$ cat src/rtl/lstm_seq_ctrl.sv
// Sequencer that steps an external combinational LSTM cell through a sequence.
// Optional cell-state saturation: define LSTM_SEQ_CTRL_CLIP_EN.
module lstm_seq_ctrl #(
    parameter int                            DATA_WIDTH  = 16,
    parameter int                            FRACT_WIDTH = 8,
    parameter int                            LEN_W       = 8,
    parameter int                            SETTLE      = 2,
    parameter logic signed [DATA_WIDTH-1:0]  CLIP        = 16'sh0800
) (
    input  logic                  clk,
    input  logic                  rst,
    input  logic                  start,
    input  logic [LEN_W-1:0]      seq_len,
    input  logic                  x_valid,
    output logic                  x_ready,
    input  logic [DATA_WIDTH-1:0] x_data,
    output logic [DATA_WIDTH-1:0] cell_x,
    output logic [DATA_WIDTH-1:0] cell_c_in,
    output logic [DATA_WIDTH-1:0] cell_h_in,
    input  logic [DATA_WIDTH-1:0] cell_c_out,
    input  logic [DATA_WIDTH-1:0] cell_h_out,
    output logic                  h_valid,
    input  logic                  h_ready,
    output logic [DATA_WIDTH-1:0] h_data,
    output logic                  h_last,
    output logic                  busy,
    output logic                  done
);

    if (SETTLE < 1 || SETTLE > 15) begin : g_bad_settle
        $error("lstm_seq_ctrl: SETTLE must be in 1..15");
    end
    if (FRACT_WIDTH >= DATA_WIDTH) begin : g_bad_fract
        $error("lstm_seq_ctrl: FRACT_WIDTH must be below DATA_WIDTH");
    end
    if (CLIP < 0) begin : g_bad_clip
        $error("lstm_seq_ctrl: CLIP must be non-negative");
    end

    typedef enum logic [2:0] {
        ST_IDLE,
        ST_WAIT_X,
        ST_SETTLE,
        ST_EMIT,
        ST_FIN
    } state_t;

    state_t state, state_d;

    logic [LEN_W-1:0]             rem_cnt;
    logic [3:0]                   settle_cnt;
    logic [DATA_WIDTH-1:0]        c_state;
    logic [DATA_WIDTH-1:0]        h_state;
    logic [DATA_WIDTH-1:0]        c_capt;
    logic                         accept;
    logic                         x_fire;
    logic                         cap_fire;
    logic                         h_fire;

    always_ff @(posedge clk) begin
        if (rst) state <= ST_IDLE;
        else     state <= state_d;
    end

    always_comb begin
        state_d  = state;
        x_ready  = 1'b0;
        h_valid  = 1'b0;
        h_last   = 1'b0;
        busy     = 1'b1;
        done     = 1'b0;
        accept   = 1'b0;
        x_fire   = 1'b0;
        cap_fire = 1'b0;
        h_fire   = 1'b0;
        case (state)
            ST_IDLE: begin
                busy = 1'b0;
                if (start) begin
                    accept  = 1'b1;
                    state_d = (seq_len == '0) ? ST_FIN : ST_WAIT_X;
                end
            end
            ST_WAIT_X: begin
                x_ready = 1'b1;
                if (x_valid) begin
                    x_fire  = 1'b1;
                    state_d = ST_SETTLE;
                end
            end
            ST_SETTLE: begin
                if (settle_cnt == '0) begin
                    cap_fire = 1'b1;
                    state_d  = ST_EMIT;
                end
            end
            ST_EMIT: begin
                h_valid = 1'b1;
                h_last  = (rem_cnt == LEN_W'(1));
                if (h_ready) begin
                    h_fire  = 1'b1;
                    state_d = (rem_cnt == LEN_W'(1)) ? ST_FIN : ST_WAIT_X;
                end
            end
            ST_FIN: begin
                done    = 1'b1;
                state_d = ST_IDLE;
            end
            default: state_d = ST_IDLE;
        endcase
    end

`ifdef LSTM_SEQ_CTRL_CLIP_EN
    // Saturate the stored cell state to [-CLIP, +CLIP]; h is passed through.
    always_comb begin
        c_capt = cell_c_out;
        if ($signed(cell_c_out) > CLIP)
            c_capt = CLIP;
        else if ($signed(cell_c_out) < -CLIP)
            c_capt = -CLIP;
    end
`else
    always_comb begin
        c_capt = cell_c_out;
    end
`endif

    always_ff @(posedge clk) begin
        if (rst) begin
            rem_cnt    <= '0;
            settle_cnt <= '0;
            c_state    <= '0;
            h_state    <= '0;
            cell_x     <= '0;
            cell_c_in  <= '0;
            cell_h_in  <= '0;
            h_data     <= '0;
        end else begin
            if (accept) begin
                rem_cnt <= seq_len;
                c_state <= '0;
                h_state <= '0;
            end
            if (x_fire) begin
                cell_x     <= x_data;
                cell_c_in  <= c_state;
                cell_h_in  <= h_state;
                settle_cnt <= 4'(SETTLE - 1);
            end else if (state == ST_SETTLE && settle_cnt != '0) begin
                settle_cnt <= settle_cnt - 4'd1;
            end
            if (cap_fire) begin
                c_state <= c_capt;
                h_state <= cell_h_out;
                h_data  <= cell_h_out;
            end
            if (h_fire) begin
                rem_cnt <= rem_cnt - LEN_W'(1);
            end
        end
    end

endmodule

$ cat config.mk
export PLATFORM = sky130hd
export DESIGN_NAME = lstm_seq_ctrl
export DESIGN_NICKNAME = d
export VERILOG_FILES = /design/src/rtl/lstm_seq_ctrl.sv
export SDC_FILE = /design/constraint.sdc
export NUM_CORES = 1
export LEC_CHECK = 0
export ABC_CLOCK_PERIOD_IN_PS = 1700
export CAP_MARGIN = 20
export CORE_MARGIN = 4
export CORE_UTILIZATION = 42
export DETAILED_ROUTE_END_ITERATION = 10
export PLACE_DENSITY = 0.76
export SLEW_MARGIN = 10
export SYNTH_ARGS = -nofsm -noshare
export SYNTH_HDL_FRONTEND = slang
export SYNTH_SLANG_ARGS = --single-unit
$ cat constraint.sdc
create_clock -name clk -period 1.7 [get_ports clk]
set_input_delay 0.17 -clock clk [delete_from_list [all_inputs] [get_ports clk]]
set_output_delay 0.17 -clock clk [all_outputs]
set_load 0.02 [all_outputs]
* After elaboration in Yosys (flattened, before gate mapping)
Cells that the tools add are included.
** Cells by class
- Add/subtract/negate cells :: 2
- Equal/unequal tests :: 9
- Multiplexer cells :: 27
- Reductions and logical operators :: 10
** Operator list (number)
- two-way mux 16 bit :: 3
- two-way mux 3 bit :: 6
- two-way mux 8 bit :: 2
- two-way mux 1 bit :: 15
- case mux 3 bit (4 select lines) :: 1
- equality test 8 x 1 -> 1 bit, second input constant :: 1
- zero test 8 bit :: 1
- != test 2 bit, second input constant :: 4
- subtractor 8 x 1 -> 8 bit, second input constant :: 1
- equality test 3 x 2 -> 1 bit, second input constant :: 2
- nonzero test 2 bit :: 3
- zero test 4 bit :: 1
- AND reduction 4 bit :: 1
- nonzero test 4 bit :: 1
- subtractor 4 x 1 -> 4 bit, second input constant :: 1
- equality test 3 x 1 -> 1 bit, second input constant :: 1
- equality test 3 bit, second input constant :: 1
- zero test 3 bit :: 1
- OR reduction 2 bit :: 1
- logical AND 1 bit :: 1
** Word-level totals
- Register bits after elaboration :: 111
- Input port bits :: 61
- Output and inout bits :: 69

* Longest topological paths before layout
Gate-level depths: netlist of run 1.
- Word-level depth :: 4
- Depth in mapped cells :: 7
- Gate-level depth less buffers :: 6

* Least setup slack after synthesis of run 1
No wires, ideal clock.
- Path type :: register to output
- Start :: register rem_cnt[2]
- End :: output h_last
- Arrival :: 1667 ps
- Slack :: -137 ps
- Cell stages (with the launch flop) :: 4
- Cell sequence :: dfxtp_1 or4_4 or4_4 nor2_1
** Between the ends
- Word-level cells in the longest chain between the ends :: 2
** Ends and longest elaborated chain
- start: declaration :: RTL line 50 : logic [LEN_W-1:0] rem_cnt;
- start signal: assignment :: RTL line 140 : rem_cnt <= seq_len;
- start signal: assignment :: RTL line 158 : rem_cnt <= rem_cnt - LEN_W'(1);
- equality test 8 x 1 -> 1 bit :: RTL line 99 : h_last = (rem_cnt == LEN_W'(1));
- two-way mux 1 bit :: RTL line 76 : case (state)
- end: declaration :: RTL line 25 : output logic h_last,
No other way between the ends.

* Worst setup path after layout of run 1
Same ends and word-level chain as after synthesis.

==> metrics.txt, run 1 <==
# TYPE chip_impl_metric gauge
chip_impl_metric{name="clock_tree_buf_depth",unit=""} 2
chip_impl_metric{name="synth-async-reset-ratio",unit=""} 0
chip_impl_metric{name="number_of_synthesis_warnings",unit=""} 0
chip_impl_metric{name="flow.area_growth_from_synthesis",unit="%"} 56.1
chip_impl_metric{name="first_pass_grt_wire_length",unit="mm"} 18.9
chip_impl_metric{name="total_of_flip_flops_plus_latches_after_synthesis",unit=""} 111
chip_impl_metric{name="first_global_vias",unit=""} 4026
chip_impl_metric{name="layout.core_utilization",unit=""} 0.687
chip_impl_metric{name="via_count",unit=""} 4082
chip_impl_metric{name="timing_max_transition_violations_final",unit=""} 0
chip_impl_metric{name="number_of_diodes",unit=""} 0
chip_impl_metric{name="cts-buffers-inserted",unit=""} 9
chip_impl_metric{name="r2r.worst_path.cells",unit=""} 6
chip_impl_metric{name="first_iter_violations",unit=""} 151
chip_impl_info{name="min_delay_worst_endpoint",value="h_data[10]$_SDFFE_PP0P_"} 1
chip_impl_metric{name="timing.final.setup_violations",unit=""} 26
chip_impl_metric{name="power_density",unit="mW/mm^2"} 995
chip_impl_metric{name="synth_fp_nets",unit=""} 582
chip_impl_metric{name="finalWorstSetupSlack",unit="ns"} -0.374
chip_impl_info{name="top_cells_by_area_synth",value="sky130_fd_sc_hd__dfxtp_1 54%, sky130_fd_sc_hd__nand2_1 16%, sky130_fd_sc_hd__a21oi_1 12%"} 1
chip_impl_metric{name="wirelength",unit="mm"} 11.9
chip_impl_info{name="timing.critical_path.from_type",value="register"} 1
chip_impl_metric{name="drt_pass1_iterations",unit=""} 4
chip_impl_info{name="synth_ff_type",value="sky130_fd_sc_hd__dfxtp_1"} 1
chip_impl_metric{name="final_antenna_net_count",unit=""} 0
chip_impl_metric{name="cp_data_required_time",unit="ns"} 1.53
chip_impl_metric{name="placed_area",unit="sq mm"} 0.00574
chip_impl_metric{name="floorplan.rows",unit=""} 35
chip_impl_metric{name="route.detailed.drc",unit=""} 0
chip_impl_metric{name="timing.clock.skew",unit="ns"} 0.0128
chip_impl_info{name="grt_setup_unrepaired",value="true"} 1
chip_impl_metric{name="floorplan.core_area",unit="sq mm"} 0.00942
chip_impl_metric{name="horizontal_extent_of_the_die",unit="um"} 107
chip_impl_metric{name="cts_max_level",unit=""} 3
chip_impl_metric{name="globalRouteOverflowTotal",unit=""} 0
chip_impl_metric{name="post_synth_num_cell_types",unit=""} 42
chip_impl_metric{name="power.ir.vdd_worst",unit="uV"} 598
chip_impl_metric{name="numClockSinks",unit=""} 111
chip_impl_info{name="hold_wc_path_type",value="primary input to register"} 1
chip_impl_info{name="clk_root_buffer_cell",value="sky130_fd_sc_hd__clkbuf_8"} 1
chip_impl_info{name="reg2reg_to",value="state[0]$_SDFFE_PP0P_"} 1
chip_impl_metric{name="share_of_the_clock_period_used_by_the_worst_path_after_layout",unit=""} 1.22
chip_impl_metric{name="p_sw",unit="uW"} 2070
chip_impl_metric{name="worst_ep_arrival_time",unit="ns"} 1.90
chip_impl_info{name="cts_tree",value="built"} 1
chip_impl_metric{name="post_drt_wl_per_cell",unit="um"} 15.0
chip_impl_metric{name="grt_use_total",unit=""} 0.203
chip_impl_info{name="cell_accounting_for_the_most_synthesized_area",value="sky130_fd_sc_hd__dfxtp_1"} 1
chip_impl_metric{name="p_int",unit="uW"} 4360
chip_impl_metric{name="place_inst",unit=""} 770
chip_impl_metric{name="clockPowerShare",unit=""} 0.251
chip_impl_metric{name="fmax",unit="MHz"} 482
chip_impl_metric{name="fill_cells",unit=""} 717
chip_impl_metric{name="start_util",unit=""} 0.440
chip_impl_metric{name="syn_area_per_cell",unit="sq um"} 7.99
chip_impl_info{name="reg2reg_from",value="rem_cnt[2]$_SDFFE_PP0P_"} 1
chip_impl_metric{name="sw_frac_of_total",unit=""} 0.322
chip_impl_metric{name="hold-worst-slack",unit="ns"} 0.296
chip_impl_metric{name="worst_skew_pair.late_latency",unit="ns"} 0.37
chip_impl_metric{name="worst-r2r-setup-slack",unit="ns"} -0.29
chip_impl_metric{name="nNetsFinal",unit=""} 727
chip_impl_metric{name="worst_hold_path.num_cells",unit=""} 2
chip_impl_metric{name="clock_slew_seen_by_the_registers_of_the_worst_setup_and_hold_paths",unit="ns"} 0.10
chip_impl_info{name="cpMaxStageDelayCell",value="sky130_fd_sc_hd__or4_4"} 1
chip_impl_metric{name="worstPathMaxFanout",unit=""} 2
chip_impl_metric{name="detailedPlacementHpwl",unit="mm"} 7.76
chip_impl_metric{name="gp_routability_congestion",unit=""} 0.841
chip_impl_info{name="hold_path.startpoint",value="rst"} 1
chip_impl_metric{name="power.total",unit="uW"} 6440
chip_impl_metric{name="worst_slew_pin_slew",unit="ns"} 0.600
chip_impl_metric{name="combPwrFrac",unit=""} 0.301
chip_impl_metric{name="via_cell_ratio",unit=""} 5.12
chip_impl_metric{name="post_route_cells_drive_above_1_share",unit=""} 0.210
chip_impl_metric{name="synth.top_cell.area_share",unit=""} 0.537
chip_impl_metric{name="io_pins",unit=""} 130
chip_impl_metric{name="cap_violations",unit=""} 0
chip_impl_metric{name="largest_net_degree_at_the_start_of_global_routing",unit=""} 50
chip_impl_metric{name="syn-instance-count",unit=""} 518
chip_impl_metric{name="finalInstanceArea",unit="sq mm"} 0.00646
chip_impl_metric{name="min_period",unit="ns"} 2.07
chip_impl_metric{name="synth_enable_flop_cells",unit=""} 0
chip_impl_info{name="criticalPathCategory",value="register to output port"} 1
chip_impl_metric{name="antenna_found_initial",unit=""} 0
chip_impl_info{name="status",value="complete, but fails checks"} 1
chip_impl_info{name="critPathMostFrequentCell",value="sky130_fd_sc_hd__or4_4"} 1
chip_impl_info{name="end_kind",value="output port"} 1
chip_impl_metric{name="pwr-share-seq",unit=""} 0.448
chip_impl_info{name="violations",value="setup timing"} 1
chip_impl_metric{name="total_leakage_power",unit="uW"} 0.00231
chip_impl_metric{name="final_cells",unit=""} 797
chip_impl_metric{name="crit_path_max_incr_delay",unit="ns"} 0.53
chip_impl_info{name="crit_path_cell_trace",value="or4_4 -> or4_4 -> nor2_2 -> buf_6"} 1
chip_impl_metric{name="synth_seq_area_share",unit=""} 0.537
chip_impl_metric{name="slew_headroom",unit=""} 0.600
chip_impl_metric{name="syn_area",unit="sq mm"} 0.00414
chip_impl_metric{name="number_of_i_o_port_buffers",unit=""} 129
chip_impl_metric{name="die_area",unit="sq mm"} 0.0115
chip_impl_metric{name="finalHoldViolations",unit=""} 0
chip_impl_metric{name="fp.dieH",unit="um"} 107
state kept, by name, indices dropped and copies added, names as in the netlist:
| register | cells |
|---|---|
| cell_c_in | 16 |
| settle_cnt | 4 |
| cell_x | 16 |
| cell_h_in | 16 |
| c_state | 16 |
| h_data | 16 |
| rem_cnt | 8 |
| state | 3 |
| h_state | 16 |
power groups by stage:
stage	clock network [uW]	registers, uW	logic [uW]
after detailed placement	0	2940	1620
after CTS	1660	2880	1870
final	1620	2880	1940
after global routing	1760	2910	2080
after global placement	0	2930	1590
after floorplan	0	3020	774
logic make-up (layout without fill, tap and decap cells):
kind of cell / Yosys count / in the layout / share of synthesized area
buffers and inverters: 45 / 195 / 0.0426
adders and majority gates: 3 / 3 / 0.00907
DFF: 111 / 111 / 0.537
xor gates and xnor gates: 3 / 3 / 0.00635
AOI/OAI and AO/OA: 123 / 123 / 0.164
muxes: 1 / 1 / 0.00242
and+or+nand+nor: 232 / 232 / 0.238
cell usage in the layout, fill, tap and decap left out, types with 9 or more instances in the layout:
cell / synthesis / final
sky130_fd_sc_hd__a21oi_1: 101 / 68
sky130_fd_sc_hd__a21oi_2: 0 / 32
sky130_fd_sc_hd__buf_4: 0 / 31
sky130_fd_sc_hd__clkbuf_8: 0 / 9
sky130_fd_sc_hd__clkdlybuf4s50_1: 0 / 123
sky130_fd_sc_hd__dfxtp_1: 111 / 106
sky130_fd_sc_hd__nand2_1: 172 / 148
sky130_fd_sc_hd__nand2_4: 0 / 21
sky130_fd_sc_hd__nand3_1: 21 / 20
sky130_fd_sc_hd__nor2_1: 12 / 11
sky130_fd_sc_hd__nor3_1: 10 / 9
worst max-delay path: cells and delay by family, from the launching register on:
family	cells	cell delay (ns)
buffers and inverters	1	0.12
DFF	1	0.33
and+or+nand+nor	3	1.09
per-stage QoR:
| step | setup WS, ns | TNS [ns] |
|---|---|---|
| after detailed placement | -0.447 | -2.03 |
| after floorplan | 0.0136 | 0 |
| after CTS | -0.405 | -1.54 |
| after global placement | -0.459 | -0.496 |
| after global routing | -0.441 | -3.22 |
| final | -0.374 | -1.92 |
Yosys cell counts (all sizes together), types with 3 or more instances:
cell type  instances
nand2            172
buf                9
a32oi              4
a31oi              3
nor2              12
clkbuf            28
nor3              11
ha                 3
a21oi            101
a22oi              3
inv                8
nand3             21
dfxtp            111
layout make-up:
class	instances	area, sq um	share of cell area
clock buffers	9	124	0.0192
clock inverters	7	81.3	0.0126
inverters	8	30.0	0.00464
multi-input cells	362	2100	0.325
flip-flops and latches	111	2230	0.345
well taps	129	161	0.0250
repair buffers	171	1740	0.269
repair_timing:
item / in CTS / in global routing
resized for setup: 76 / 44
pin swaps: 28 / 33
buffers inserted: 10 / 1
endpoints found under the setup margin: 55 / 51
hold buffers: 0 / 0
cloned: 3 / 0
metal layers:
metal / vias up / wire length [um] / part of all wire / track usage
met4: 0 / 159 / 0.013 / 0.0539
met5: - / 0 / 0 / 0
li1: 2027 / - / - / -
met3: 14 / 675 / 0.057 / 0.0456
met2: 111 / 6010 / 0.50 / 0.357
met1: 1930 / 5080 / 0.43 / 0.248
worst max path at each step:
stage / start / end / cells after the start
4_1_cts: rem_cnt[2]$_SDFFE_PP0P_ / h_last / 4
3_3_place_gp: rem_cnt[2]$_SDFFE_PP0P_ / h_last / 4
2_1_floorplan: rem_cnt[2]$_SDFFE_PP0P_ / state[0]$_SDFFE_PP0P_ / 4
6_report: rem_cnt[2]$_SDFFE_PP0P_ / h_last / 4
5_1_grt: rem_cnt[2]$_SDFFE_PP0P_ / h_last / 4
3_5_place_dp: rem_cnt[2]$_SDFFE_PP0P_ / h_last / 4
Power figures use the tool's default switching activity.
==> inputs of run 2 (changes only) <==
--- a/config.mk
+++ b/config.mk
@@ -7,7 +7,7 @@
 export LEC_CHECK = 0
 export ABC_CLOCK_PERIOD_IN_PS = 1700
 export CAP_MARGIN = 20
-export CORE_MARGIN = 4
+export CORE_MARGIN = 2
 export CORE_UTILIZATION = 42
 export DETAILED_ROUTE_END_ITERATION = 10
 export PLACE_DENSITY = 0.76
==> run 2 against run 1 <==
Against the previous run: the run still ends with setup timing left; count of clock-buffer cells in the layout stayed put; cell count is 0.75% higher; utilization is 1.3 points lower; cell area is 0.85% higher; clock skew is 0.0069 ns higher; register-to-register slack worse by 0.10 ns; hold slack worse by 0.081 ns; critical path type is now register to register; critical endpoint is now state[0]$_SDFFE_PP0P_.
==> metrics.txt, run 2 (same netlist as run 1, synthesis figures left out) <==
# TYPE chip_impl_metric gauge
chip_impl_info{name="reg2reg_to",value="state[0]$_SDFFE_PP0P_"} 1
chip_impl_metric{name="slew_headroom",unit=""} 0.667
chip_impl_metric{name="first_pass_grt_wire_length",unit="mm"} 17.9
chip_impl_metric{name="clock_tree_buf_depth",unit=""} 2
chip_impl_metric{name="gp_routability_congestion",unit=""} 0.808
chip_impl_metric{name="timing_max_transition_violations_final",unit=""} 0
chip_impl_info{name="cpMaxStageDelayCell",value="sky130_fd_sc_hd__or4_4"} 1
chip_impl_metric{name="numClockSinks",unit=""} 111
chip_impl_metric{name="power.ir.vdd_worst",unit="uV"} 703
chip_impl_metric{name="share_of_the_clock_period_used_by_the_worst_path_after_layout",unit=""} 1.23
chip_impl_metric{name="finalHoldViolations",unit=""} 0
chip_impl_metric{name="r2r.worst_path.cells",unit=""} 7
chip_impl_info{name="cts_tree",value="built"} 1
chip_impl_metric{name="final_antenna_net_count",unit=""} 0
chip_impl_info{name="hold_wc_path_type",value="primary input to register"} 1
chip_impl_metric{name="number_of_diodes",unit=""} 0
chip_impl_metric{name="fmax",unit="MHz"} 478
chip_impl_info{name="clk_root_buffer_cell",value="sky130_fd_sc_hd__clkbuf_8"} 1
chip_impl_metric{name="antenna_found_initial",unit=""} 0
chip_impl_metric{name="fp.dieH",unit="um"} 103
chip_impl_metric{name="post_drt_wl_per_cell",unit="um"} 14.9
chip_impl_metric{name="first_global_vias",unit=""} 3926
chip_impl_metric{name="total_leakage_power",unit="uW"} 0.00233
chip_impl_metric{name="flow.area_growth_from_synthesis",unit="%"} 57.5
chip_impl_metric{name="clock_slew_seen_by_the_registers_of_the_worst_setup_and_hold_paths",unit="ns"} 0.12
chip_impl_info{name="violations",value="setup timing"} 1
chip_impl_metric{name="cap_violations",unit=""} 0
chip_impl_metric{name="post_route_cells_drive_above_1_share",unit=""} 0.221
chip_impl_metric{name="combPwrFrac",unit=""} 0.311
chip_impl_info{name="status",value="complete, but fails checks"} 1
chip_impl_metric{name="timing.final.setup_violations",unit=""} 41
chip_impl_metric{name="worst-r2r-setup-slack",unit="ns"} -0.39
chip_impl_metric{name="cts-buffers-inserted",unit=""} 9
chip_impl_metric{name="pre_cts_ws",unit="ns"} -0.463
chip_impl_metric{name="wirelength",unit="mm"} 12.0
chip_impl_metric{name="crit_path_max_incr_delay",unit="ns"} 0.54
chip_impl_metric{name="sw_frac_of_total",unit=""} 0.335
chip_impl_metric{name="fill_cells",unit=""} 776
chip_impl_metric{name="number_of_i_o_port_buffers",unit=""} 129
chip_impl_metric{name="cp_data_required_time",unit="ns"} 1.95
chip_impl_metric{name="finalWorstSetupSlack",unit="ns"} -0.393
chip_impl_metric{name="worst_hold_path.num_cells",unit=""} 2
chip_impl_metric{name="p_int",unit="uW"} 4280
chip_impl_metric{name="start_util",unit=""} 0.428
chip_impl_metric{name="via_count",unit=""} 4141
chip_impl_metric{name="grt_use_total",unit=""} 0.212
chip_impl_metric{name="min_period",unit="ns"} 2.09
chip_impl_info{name="crit_path_cell_trace",value="or4_4 -> or4_4 -> buf_4 -> buf_6 -> buf_6 -> a32oi_2 -> o32ai_1"} 1
chip_impl_info{name="end_kind",value="register"} 1
chip_impl_metric{name="pwr-share-seq",unit=""} 0.448
chip_impl_info{name="hold_path.startpoint",value="rst"} 1
chip_impl_metric{name="fin_tns_setup",unit="ns"} -2.86
chip_impl_metric{name="timing.clock.skew",unit="ns"} 0.0197
chip_impl_metric{name="floorplan.core_area",unit="sq mm"} 0.00968
chip_impl_metric{name="floorplan.rows",unit=""} 36
chip_impl_metric{name="die_area",unit="sq mm"} 0.0107
chip_impl_metric{name="worst_ep_arrival_time",unit="ns"} 2.34
chip_impl_metric{name="route.detailed.drc",unit=""} 0
chip_impl_metric{name="worstPathMaxFanout",unit=""} 3
chip_impl_metric{name="hold-worst-slack",unit="ns"} 0.215
chip_impl_metric{name="clockPowerShare",unit=""} 0.241
chip_impl_metric{name="drt_pass1_iterations",unit=""} 4
chip_impl_metric{name="io_pins",unit=""} 130
chip_impl_info{name="reg2reg_from",value="rem_cnt[2]$_SDFFE_PP0P_"} 1
chip_impl_info{name="min_delay_worst_endpoint",value="h_state[7]$_SDFFE_PP0P_"} 1
chip_impl_info{name="criticalPathCategory",value="register to register"} 1
chip_impl_metric{name="power_density",unit="mW/mm^2"} 987
chip_impl_info{name="mostFrequentLayoutCells",value="149 x sky130_fd_sc_hd__nand2_1, 123 x sky130_fd_sc_hd__clkdlybuf4s50_1, 106 x sky130_fd_sc_hd__dfxtp_1"} 1
chip_impl_info{name="mostFrequentLayoutCell",value="sky130_fd_sc_hd__nand2_1"} 1
chip_impl_metric{name="cts.hold.buffers_added",unit=""} 0
chip_impl_metric{name="via_cell_ratio",unit=""} 5.16
chip_impl_metric{name="worst_skew_pair.late_latency",unit="ns"} 0.37
chip_impl_metric{name="worst_slew_pin_slew",unit="ns"} 0.495
chip_impl_metric{name="globalRouteOverflowTotal",unit=""} 0
chip_impl_metric{name="first_iter_violations",unit=""} 112
chip_impl_metric{name="cts_max_level",unit=""} 3
chip_impl_metric{name="detailedPlacementHpwl",unit="mm"} 7.28
chip_impl_info{name="grt_setup_unrepaired",value="true"} 1
chip_impl_metric{name="horizontal_extent_of_the_die",unit="um"} 103
chip_impl_metric{name="nNetsFinal",unit=""} 729
chip_impl_metric{name="largest_net_degree_at_the_start_of_global_routing",unit=""} 54
chip_impl_info{name="timing.critical_path.from_type",value="register"} 1
chip_impl_metric{name="p_sw",unit="uW"} 2150
[run 2: worst max-delay path by stage]
| stage | to | slack [ns] | start | depth (start not counted) |
|---|---|---|---|---|
| final | state[0]$_SDFFE_PP0P_ | -0.39 | rem_cnt[2]$_SDFFE_PP0P_ | 7 |
| after global routing | h_last | -0.46 | rem_cnt[2]$_SDFFE_PP0P_ | 4 |
| after CTS | h_last | -0.40 | rem_cnt[2]$_SDFFE_PP0P_ | 4 |
| after detailed placement | h_last | -0.46 | rem_cnt[2]$_SDFFE_PP0P_ | 4 |
| after global placement | h_last | -0.46 | rem_cnt[2]$_SDFFE_PP0P_ | 4 |
| after floorplan | state[0]$_SDFFE_PP0P_ | 0.01 | rem_cnt[2]$_SDFFE_PP0P_ | 4 |
[run 2: what timing repair did]
| action | in CTS | in global routing |
|---|---|---|
| setup buffers | 10 | 4 |
| setup endpoints to repair | 54 | 54 |
| gates cloned | 3 | 1 |
| gates resized for setup | 80 | 43 |
| pin swaps | 27 | 31 |
[run 2: stage by stage]
stage	power, uW	instance area [sq um]	std cells	utilization
6_report	6440	6520	803	0.673
5_1_grt	6750	6520	803	0.673
4_1_cts	6380	6400	802	0.661
3_5_place_dp	4580	5780	773	0.597
3_3_place_gp	4540	5780	773	0.597
2_1_floorplan	3800	4150	518	-
[run 2: per-layer routing]
layer	track usage	wire (um)
met4	0.101	252
met2	0.372	6180
met3	0.0343	578
met1	0.254	4970
met5	0	0
[run 2: power by group through the flow]
stage / clock network, uW / registers [uW] / logic [uW]
after floorplan: 0 / 3020 / 774
final: 1550 / 2880 / 2000
after CTS: 1580 / 2880 / 1920
after global placement: 0 / 2920 / 1620
after detailed placement: 0 / 2930 / 1650
after global routing: 1700 / 2900 / 2150
[run 2: layout make-up]
cell class	count	area, sq um	share of cell area
clock inverter	7	72.6	0.0111
inverter	8	30.0	0.00461
timing repair buffer	173	1800	0.275
multi-input combinational	362	2100	0.323
tap	133	166	0.0255
sequential	111	2230	0.342
clock buffer	9	124	0.0190
[run 2: worst max-delay path, delay by kind of cell, from the launching register on]
kind | cells | cell delay [ns]
compound gates | 2 | 0.29
buf+inv | 3 | 0.37
flops | 1 | 0.34
simple gates | 2 | 0.98
